--- config.mk ---
export PLATFORM = sky130hd
export DESIGN_NAME = piso_serializer
export DESIGN_NICKNAME = d
export VERILOG_FILES = /design/src/rtl/piso_serializer.sv
export SDC_FILE = /design/constraint.sdc
export NUM_CORES = 1
export LEC_CHECK = 0
export CORE_AREA = 4 4 53 55
export CTS_BUF_LIST = sky130_fd_sc_hd__clkbuf_4 sky130_fd_sc_hd__clkbuf_8 sky130_fd_sc_hd__clkbuf_16
export DETAILED_ROUTE_END_ITERATION = 7
export DIE_AREA = 0 0 57 59
export PLACE_DENSITY = 0.56
export SYNTH_ARGS = -nofsm -noshare
export SYNTH_HDL_FRONTEND = slang
export SYNTH_SLANG_ARGS = --single-unit
--- constraint.sdc ---
create_clock -name clk -period 2.25 [get_ports clk]
set_clock_uncertainty 0.15 [all_clocks]
set_input_delay 0.45 -clock clk [delete_from_list [all_inputs] [get_ports clk]]
set_output_delay 0.45 -clock clk [all_outputs]
set_load 0.005 [all_outputs]
--- src/rtl/piso_serializer.sv ---
// Parallel-in/serial-out stage: takes a WIDTH-bit word over valid/ready and
// shifts it out one bit per clock, streaming back-to-back words with no gap.
module piso_serializer #(
  parameter int unsigned WIDTH     = 8,
  parameter bit          MSB_FIRST = 1'b1
) (
  input  logic             clk,
  input  logic             rst,
  input  logic [WIDTH-1:0] din,
  input  logic             din_valid,
  output logic             din_ready,
  output logic             ser_out,
  output logic             ser_valid,
  output logic             frame_done,
  output logic             busy
);

  localparam int unsigned           CNT_W    = $clog2(WIDTH);
  localparam logic [CNT_W-1:0]      CNT_LAST = CNT_W'(WIDTH - 1);

  typedef enum logic {
    IDLE  = 1'b0,
    SHIFT = 1'b1
  } state_e;

  state_e             state_q, state_d;
  logic [WIDTH-1:0]   sreg_q, sreg_d;
  logic [CNT_W-1:0]   cnt_q, cnt_d;
  logic               ser_out_q, ser_out_d;
  logic               ser_valid_q, ser_valid_d;
  logic               frame_done_q, frame_done_d;
  logic               last_bit;
  logic               accept;

  function automatic logic first_bit(input logic [WIDTH-1:0] w);
    return MSB_FIRST ? w[WIDTH-1] : w[0];
  endfunction

  function automatic logic [WIDTH-1:0] shift_one(input logic [WIDTH-1:0] w);
    return MSB_FIRST ? {w[WIDTH-2:0], 1'b0} : {1'b0, w[WIDTH-1:1]};
  endfunction

  // The first bit is registered straight into ser_out at accept, so the shift
  // register only ever holds the bits still to come (already shifted by one).
  always_comb begin
    last_bit  = (state_q == SHIFT) && (cnt_q == CNT_LAST);
    din_ready = (state_q == IDLE) || last_bit;
    accept    = din_valid && din_ready;

    state_d     = state_q;
    sreg_d      = sreg_q;
    cnt_d       = cnt_q;
    ser_out_d   = ser_out_q;
    ser_valid_d = ser_valid_q;

    if (accept) begin
      state_d     = SHIFT;
      cnt_d       = '0;
      sreg_d      = shift_one(din);
      ser_out_d   = first_bit(din);
      ser_valid_d = 1'b1;
    end else if (last_bit) begin
      state_d     = IDLE;
      cnt_d       = '0;
      sreg_d      = '0;
      ser_out_d   = 1'b0;
      ser_valid_d = 1'b0;
    end else if (state_q == SHIFT) begin
      cnt_d     = cnt_q + 1'b1;
      sreg_d    = shift_one(sreg_q);
      ser_out_d = first_bit(sreg_q);
    end

    frame_done_d = (state_d == SHIFT) && (cnt_d == CNT_LAST);
  end

  always_ff @(posedge clk) begin
    if (rst) begin
      state_q      <= IDLE;
      sreg_q       <= '0;
      cnt_q        <= '0;
      ser_out_q    <= 1'b0;
      ser_valid_q  <= 1'b0;
      frame_done_q <= 1'b0;
    end else begin
      state_q      <= state_d;
      sreg_q       <= sreg_d;
      cnt_q        <= cnt_d;
      ser_out_q    <= ser_out_d;
      ser_valid_q  <= ser_valid_d;
      frame_done_q <= frame_done_d;
    end
  end

  assign ser_out    = ser_out_q;
  assign ser_valid  = ser_valid_q;
  assign frame_done = frame_done_q;
  assign busy       = (state_q == SHIFT);

endmodule

==> key figures, run 1 <==
Floorplan
  – Initial core utilization: 0.2830
  – I/O pin cnt: 16
  – Row cnt: 18
  – Die Y: around 60 um
  – Die area: 3363 um2
  – CORE AREA: ~2400 um2
  – Die W: around 57 um

Flow run
  – Max_cap viols: 0

Run status
  – Status: finished, final reports clean

Clock network
  – Clock buffer depth: 2
  – CTS-repair resized insts: 3
  – Hold buffer count at CTS: 0
  – CTS clk-pin slew, worst paths: roughly 0.080 ns
  – Worst skew pair latency: 0.27 ns
  – CTS Buf Count: 3
  – TritonCTS clock tree: done
  – Setup Buffers After CTS: 0
  – Level count of the clock H-tree: 1
  – Clk sink count: 14
  – Clock Root Buffer: clkbuf_4

Power and ir drop
  – Pwr Total: between 0.0005 and 0.0006 W
  – Pwr dens: ~570 nW/um2
  – Leak pwr: 0.3624 nW
  – VDD IR max: 0.0002022 V

Critical path
  – Crit Path Max Fanout: 4
  – Critical Path RT: 1.65 ns
  – Arr. time, crit path: 1.34 ns
  – CP endpoint kind: primary output
  – Setup CP Type: flop to primary output
  – CP Launch Type: flop

Timing
  – Worst rel slew slack: 0.6542
  – Pins over their slew limit: 0
  – TNS Setup: 0 ns
  – Tcrit/Tclk final: 0.8601
  – Highest Clock Rate: a little over 500 MHz
  – Least-Margin Pin Slew: 0.5171 ns
  – Final Hold Vio Count: 0
  – Final setup fails: 0
  – Min Clock Period, post-route: between 1.5 and 2 ns
  – Unrepaired setup endpoints after global routing: false

Final layout
  – Final Cell Area: around 880 um2
  – Nets: slightly above 100
  – Layout filler cell count: ~260
  – Layout cell share with drive strength beyond 1: 0.1609
  – Ant. Diodes: 0
  – Area grow syn2layout: 30.74%

Drt
  – Wire per inst: between 10 and 15 um
  – DR DRC count: 0
  – Routed via count: roughly 580
  – Antenna Nets Post-Route: 0
  – DRT Wirelength: between 1000 and 1500 um
  – Drt via density: between 4 and 5
  – DRT Pass-1 Iters: 7
  – DR iter-0 viols: 35

Global route
  – Antenna violations before repair: 0
  – Number of global-route vias before repair: 557
  – Total GRT Usage: 0.09762
  – GRT overflow: 0
  – First-pass GRT wire length: about 2500 um
  – Largest net degree at the start of global routing: 15

Synth
  – Syn nets: between 80 and 90
  – Number of synthesis warnings: 0
  – Synthesized flop and latch total: 14
  – Synth unique cells: 22
  – Mapped Area: 675.6 um2
  – Post-synthesis sequential area ratio: 0.4148
  – Syn avg cell area: 9.516 um2
  – Post-Synthesis Cells: around 70

Placed design
  – Hpwl dp: around 1000 um
  – IO buf count: 15
  – Gp weighted congestion: between 0.6 and 0.7
  – Cell Area, Placed: approximately 840 um2

Worst hold path
  – Worst min path class: flop to flop
==> report_power, final <==
part | switching [W] | total (W) | leakage, nW | internal, W
Sequential | 0.00000924 | 0.000273 | 0.116 | 0.000263
Combinational | 0.0000401 | 0.0000939 | 0.233 | 0.0000538
Clock | 0.0000727 | 0.000134 | 0.0138 | 0.0000618
==> cell usage in the layout (no fill, tap or decap) <==
| cell | Yosys | final |
|---|---|---|
| clkdlybuf4s50_1 | 0 | 14 |
| dfxtp_1 | 14 | 13 |
| nor2_1 | 10 | 10 |
| a222oi_1 | 7 | 7 |
| nor3_1 | 7 | 7 |
| nand2b_1 | 4 | 4 |
| a21oi_1 | 4 | 4 |
| inv_1 | 3 | 3 |
| nand2_1 | 3 | 3 |
| clkbuf_4 | 0 | 3 |
| buf_4 | 0 | 3 |
| nand2b_4 | 2 | 2 |
| nor2b_4 | 1 | 1 |
| and2_1 | 1 | 1 |
| or2_2 | 1 | 1 |
| mux2_2 | 1 | 1 |
| nand3_1 | 1 | 1 |
| a22oi_1 | 1 | 1 |
| mux2i_1 | 1 | 1 |
| or2b_1 | 1 | 1 |
| a311oi_1 | 1 | 1 |
| nor4b_2 | 1 | 1 |
| ha_4 | 0 | 1 |
| ha_1 | 2 | 1 |
| dfxtp_2 | 0 | 1 |
| dlymetal6s2s_1 | 0 | 1 |
==> cell type report <==
class	count	area (um2)	share of cell area
clock buffers	3	22.52	0.02550
well taps	30	37.54	0.04249
multi-input cells	49	355.3	0.4023
repair buffers	18	175.2	0.1983
flip-flops and latches	14	281.5	0.3187
inverters	3	11.26	0.01275
==> state kept, by name (all words and copies together), names as in the netlist <==
signal / cells
ser_out: 1
cnt_q: 3
sreg_q: 7
ser_valid: 1
frame_done: 1
busy: 1
==> critical path: stages (launching register included) <==
cell and delay (ns):
dfxtp_2 0.34, ha_1 0.22, ha_4 0.18, nor2b_4 0.11, inv_1 0.07, dlymetal6s2s_1 0.15
==> path summary, 6_finish.rpt <==
kind / startpoint / endpoint / slack [ns] / cells after the start
worst max register to register: cnt_q[0]$_SDFF_PP0_ / sreg_q[6]$_SDFFE_PP0P_ / 0.58 / 5
worst max-delay path: cnt_q[0]$_SDFF_PP0_ / din_ready / 0.31 / 5
worst min register to register: cnt_q[0]$_SDFF_PP0_ / frame_done$_SDFF_PP0_ / 0.30 / 1
worst min-delay path: cnt_q[0]$_SDFF_PP0_ / frame_done$_SDFF_PP0_ / 0.30 / 1
==> cells by family after synthesis <==
| group | after synthesis | share of synthesized area |
|---|---|---|
| flip-flops | 14 | 0.4148 |
| adder cells (fa/ha/maj) | 2 | 0.03703 |
| AO/OA/AOI/OAI | 13 | 0.1574 |
| buffers and inverters | 8 | 0.07778 |
| AND/OR/NAND/NOR | 32 | 0.2815 |
| multiplexers | 2 | 0.03148 |
==> routing by layer <==
metal	vias to the layer above	share of wire	global-route usage
met5	-	0	0
met4	0	0.019	0.06954
met3	2	0.050	0.01743
met2	13	0.48	0.1403
met1	267	0.45	0.1315
li1	293	-	-
==> synth_stat cells <==
cell type	count	area, um2
ha_1	2	25.02
nor2_1	10	37.54
nand3_1	1	5.000
mux2i_1	1	10.01
nand2b_4	2	27.53
a21oi_1	4	20.02
nor3_1	7	35.03
a22oi_1	1	7.510
buf_6	3	33.78
mux2_2	1	11.26
or2b_1	1	7.510
or2_2	1	6.260
nand2_1	3	11.26
nand2b_1	4	25.02
clkbuf_1	2	7.510
nor2b_4	1	13.76
nor4b_2	1	15.01
and2_1	1	6.260
inv_1	3	11.26
dfxtp_1	14	280.3
a311oi_1	1	8.760
a222oi_1	7	70.07
==> through the flow <==
| stage | utilization | hold WS [ns] | instances | setup slack [ns] |
|---|---|---|---|---|
| final | 0.3700 | 0.3017 | 117 | 0.3148 |
| after global placement | 0.3538 | 0.3056 | 114 | 0.2651 |
| after global routing | 0.3700 | 0.3195 | 117 | 0.2254 |
| after detailed placement | 0.3538 | 0.3230 | 114 | 0.2267 |
| after floorplan | - | 0.2906 | 71 | 0.6009 |
| after CTS | 0.3690 | 0.3036 | 117 | 0.001201 |
Note: power is estimated with default switching activity, not from simulation.
==> run 2, diff against run 1 <==
- ABC_AREA: not set -> 1
- CORE_AREA: 4 4 53 55 -> 4 4 55 57
- DIE_AREA: 0 0 57 59 -> 0 0 59 61
- PLACE_DENSITY: 0.56 -> 0.55
==> run 2 against run 1 <==
- clock power increased by 34%
- critical endpoint is now busy
- critical path depth decreased by 4
- highest routed layer is now met3
- total power grew 11%
==> key figures, run 2 <==
Floorplan
  – Initial core utilization: 0.2960 (+0.01294)
  – Die Y: 61 um (+3.4%)
  – Die area: 3599 um2 (+7.0%)
  – I/O pin cnt: 16 (unchanged)
  – CORE AREA: 2477 um2 (+3.8%)
  – Die W: 59 um (+3.5%)
  – Row cnt: 18 (unchanged)

Synth
  – Main combinational cell family by area after synthesis: simple AND/OR/NAND/NOR gates
  – Synth Area in Compound Gates: 0.1775 (+0.02007)
  – Synth Area in Simple Gates: 0.2918 (+0.01033)
  – Syn avg cell area: 7.884 um2 (-17%)
  – Post-synth EDFFs: 0 (unchanged)
  – Post-synth top area share: 0.3823 (-0.03256)
  – Synth Area in Adders: 0.03413 (-0.002907)
  – Post-synthesis sequential area ratio: 0.3823 (-0.03256)
  – Top cell type by total area after synthesis: dfxtp_1
  – Syn nets: 106 (+26%)
  – Synth unique cells: 19 (-14%)
  – Synthesized flop and latch total: 14 (unchanged)
  – Most common library cells after synthesis: 18 x nand2_1, 15 x nand3_1, 14 x dfxtp_1
  – Count leader, synth: nand2_1
  – Fraction of registers with async set/reset: 0 (unchanged)
  – Mapped Area: 733.2 um2 (+8.5%)
  – Post-Synth XOR/XNOR Area: 0 (unchanged)
  – Ys flop type: dfxtp_1
  – Top post-synthesis cells by area: dfxtp_1 38%, nand3_1 10%, a21oi_2 9.6%
  – Mux contribution to synthesized area: 0 (-0.03148)
  – Post-Synthesis Cells: 93 (+31%)
  – Number of synthesis warnings: 0 (unchanged)

Drt
  – Wire per inst: 11.77 um (-4.0%)
  – DRT Wirelength: 1659 um (+16%)
  – Routed via count: 643 (+12%)
  – Antenna Nets Post-Route: 0 (unchanged)
  – DRT Pass-1 Iters: 4 (-3)
  – DR DRC count: 0 (unchanged)
  – DR iter-0 viols: 10 (-71%)
  – Drt via density: 4.560 (-7.2%)

Critical path
  – Family with the most delay on the worst path: buffers and inverters
  – CP max-delay cell: clkdlybuf4s50_1
  – Highest cell delay on the worst timing path: 0.58 ns (+0.24 ns)
  – Setup CP Type: flop to primary output
  – Critical Path RT: 1.65 ns (about the same)
  – R2R setup slack: 0.68 ns (+0.10 ns)
  – CP endpoint kind: primary output
  – Buffers & Inverters on Critical Path: 1 (-1)
  – Crit-path cells: clkdlybuf4s50_1
  – Crit Path Max Fanout: 9 (+5)
  – CP Launch Type: flop
  – Arr. time, crit path: 1.39 ns (+0.05 ns)

Global route
  – Largest net degree at the start of global routing: 15 (unchanged)
  – Antenna violations before repair: 0 (unchanged)
  – Total GRT Usage: 0.09511 (-0.002505)
  – GRT overflow: 0 (unchanged)
  – First-pass GRT wire length: 2656 um (+6.4%)
  – Number of global-route vias before repair: 615 (+10%)

Timing
  – Worst rel slew slack: 0.7604 (+0.1062)
  – Least-Margin Pin Slew: 0.3589 ns (-0.1581 ns)
  – Min Clock Period, post-route: 1.988 ns (+0.05226 ns)
  – Final setup fails: 0 (unchanged)
  – Final Hold Vio Count: 0 (unchanged)
  – Unrepaired setup endpoints after global routing: false
  – Final worst setup slack: 0.2625 ns (-0.05226 ns)
  – Tcrit/Tclk final: 0.8833 (+0.02323)
  – Highest Clock Rate: 503.1 MHz (-2.6%)
  – Pins over their slew limit: 0 (unchanged)
  – TNS Setup: 0 ns (unchanged)

Clock network
  – TritonCTS clock tree: done
  – Worst skew pair latency: 0.27 ns (about the same)
  – CTS clk-pin slew, worst paths: 0.08 ns (about the same)
  – CTS Buf Count: 3 (unchanged)
  – Clock buffer depth: 2 (unchanged)
  – Clock Root Buffer: clkbuf_4
  – Setup Buffers After CTS: 0 (unchanged)
  – Level count of the clock H-tree: 1 (unchanged)
  – Clk sink count: 14 (unchanged)

Final layout
  – FF/Latch Area: 280.3 um2 (-0.44%)
  – Most frequent cells in the layout: 18 x nand2_1, 15 x nand3_1, 14 x dfxtp_1, 14 x clkdlybuf4s50_1, 8 x a21oi_2
  – Reg with most FFs: sreg_q
  – Layout cell share with drive strength beyond 1: 0.2523 (+0.09133)
  – Layout filler cell count: 273 (+5.8%)
  – Area occupied by multi-input gates: 369.1 um2 (+3.9%)
  – Top Registers: sreg_q: 7 flops, cnt_q: 3 flops
  – Final core utilization: 0.3823 (+0.01230)
  – Commonest non-fill, non-tap cell in the layout: nand2_1
  – Area grow syn2layout: 29.18%
  – Nets: 125 (+23%)
  – Max reg flops: 7 (unchanged)
  – Ant. Diodes: 0 (unchanged)

Power and ir drop
  – Leak pwr: 0.4013 nW (+11%)
  – VDD IR max: 0.0002691 V (+33%)
  – Pwr dens: 587.8 nW/um2 (+3.6%)

Placed design
  – Gp weighted congestion: 0.7559 (+9.5%)
  – Pre-CTS WS: 0.3819 ns (+0.1551 ns)
  – Hpwl dp: 1198 um (+15%)
  – IO buf count: 15 (unchanged)

Worst hold path
  – Worst min path class: flop to flop

Run status
  – Status: finished, final reports clean

Flow run
  – Max_cap viols: 0 (unchanged)
## run 2: cell types whose count changed in the layout (fill, tap and decap cells not counted), sizes merged, moves of 6 or more
cell | previous run | this run
nand2 | 3 | 20
nand3 | 1 | 18
a21oi | 4 | 12
inv | 3 | 11
o21ai | 0 | 8
a222oi | 7 | 0
nor2 | 10 | 3
nor3 | 7 | 0
nand2b | 6 | 0
## run 2: area by class of cell
type / instances / share of cell area
Sequential cell: 14 / 0.2959
Inverter: 11 / 0.04359
Clock buffer: 4 / 0.03831
Multi-Input combinational cell: 63 / 0.3897
Timing Repair Buffer: 19 / 0.1929
Tap cell: 30 / 0.03963
## run 2: layer usage
metal / share of wire / wire, um / up-vias / track usage
met3: 0.064 / 106 / 0 / 0.02128
met2: 0.45 / 749 / 11 / 0.1640
li1: - / - / 341 / -
met4: 0 / 0 / 0 / 0.01942
met1: 0.48 / 803 / 291 / 0.1218
met5: 0 / 0 / - / 0
## run 2: path summary, 6_finish.rpt
kind                           from                endpoint  cells past startpoint
min reg2reg  sreg_q[1]$_SDFFE_PP0P_  sreg_q[1]$_SDFFE_PP0P_                      2
max                 busy$_SDFF_PP0_                    busy                      1
min          sreg_q[1]$_SDFFE_PP0P_  sreg_q[1]$_SDFFE_PP0P_                      2
max reg2reg     cnt_q[0]$_SDFF_PP0_   frame_done$_SDFF_PP0_                      8
## run 2: cell families (layout without fill, tap and decap cells)
group | Yosys count | in the layout
simple gates | 41 | 41
fa+ha+maj | 2 | 2
compound gates | 20 | 20
flops | 14 | 14
buf+inv | 16 | 34
## run 2: timing repair
action,CTS,global route
setup endpoints to repair,0,1
hold buffers,0,0
resized for setup,0,1
## run 2: power breakdown
part / internal [W] / switching (W) / leakage, nW / total (W)
sequential: 0.000263 / 0.0000109 / 0.115 / 0.000274
combinational: 0.0000505 / 0.0000536 / 0.265 / 0.000104
clock: 0.0000982 / 0.0000804 / 0.0210 / 0.000179
total: 0.000412 / 0.000145 / 0.401 / 0.000557
## run 2: through the flow
| step | hold slack, ns | cells | power (W) | area, um2 |
|---|---|---|---|---|
| global route | 0.3426 | 141 | 0.0005942 | 947.2 |
| floorplan | 0.2881 | 93 | 0.0003441 | 733.2 |
| global placement | 0.3133 | 137 | 0.0003832 | 908.4 |
| CTS | 0.3293 | 141 | 0.0005698 | 944.7 |
| finish | 0.3263 | 141 | 0.0005568 | 947.2 |
| detailed placement | 0.3164 | 137 | 0.0003853 | 908.4 |
## run 2: worst reg2reg max path, stage by stage (launching register included)
cell,delay (ns)
dfxtp_1,0.34
ha_1,0.20
ha_1,0.17
inv_1,0.08
nand2_2,0.05
buf_4,0.19
a21oi_2,0.15
nand2_1,0.08
nor2_2,0.10
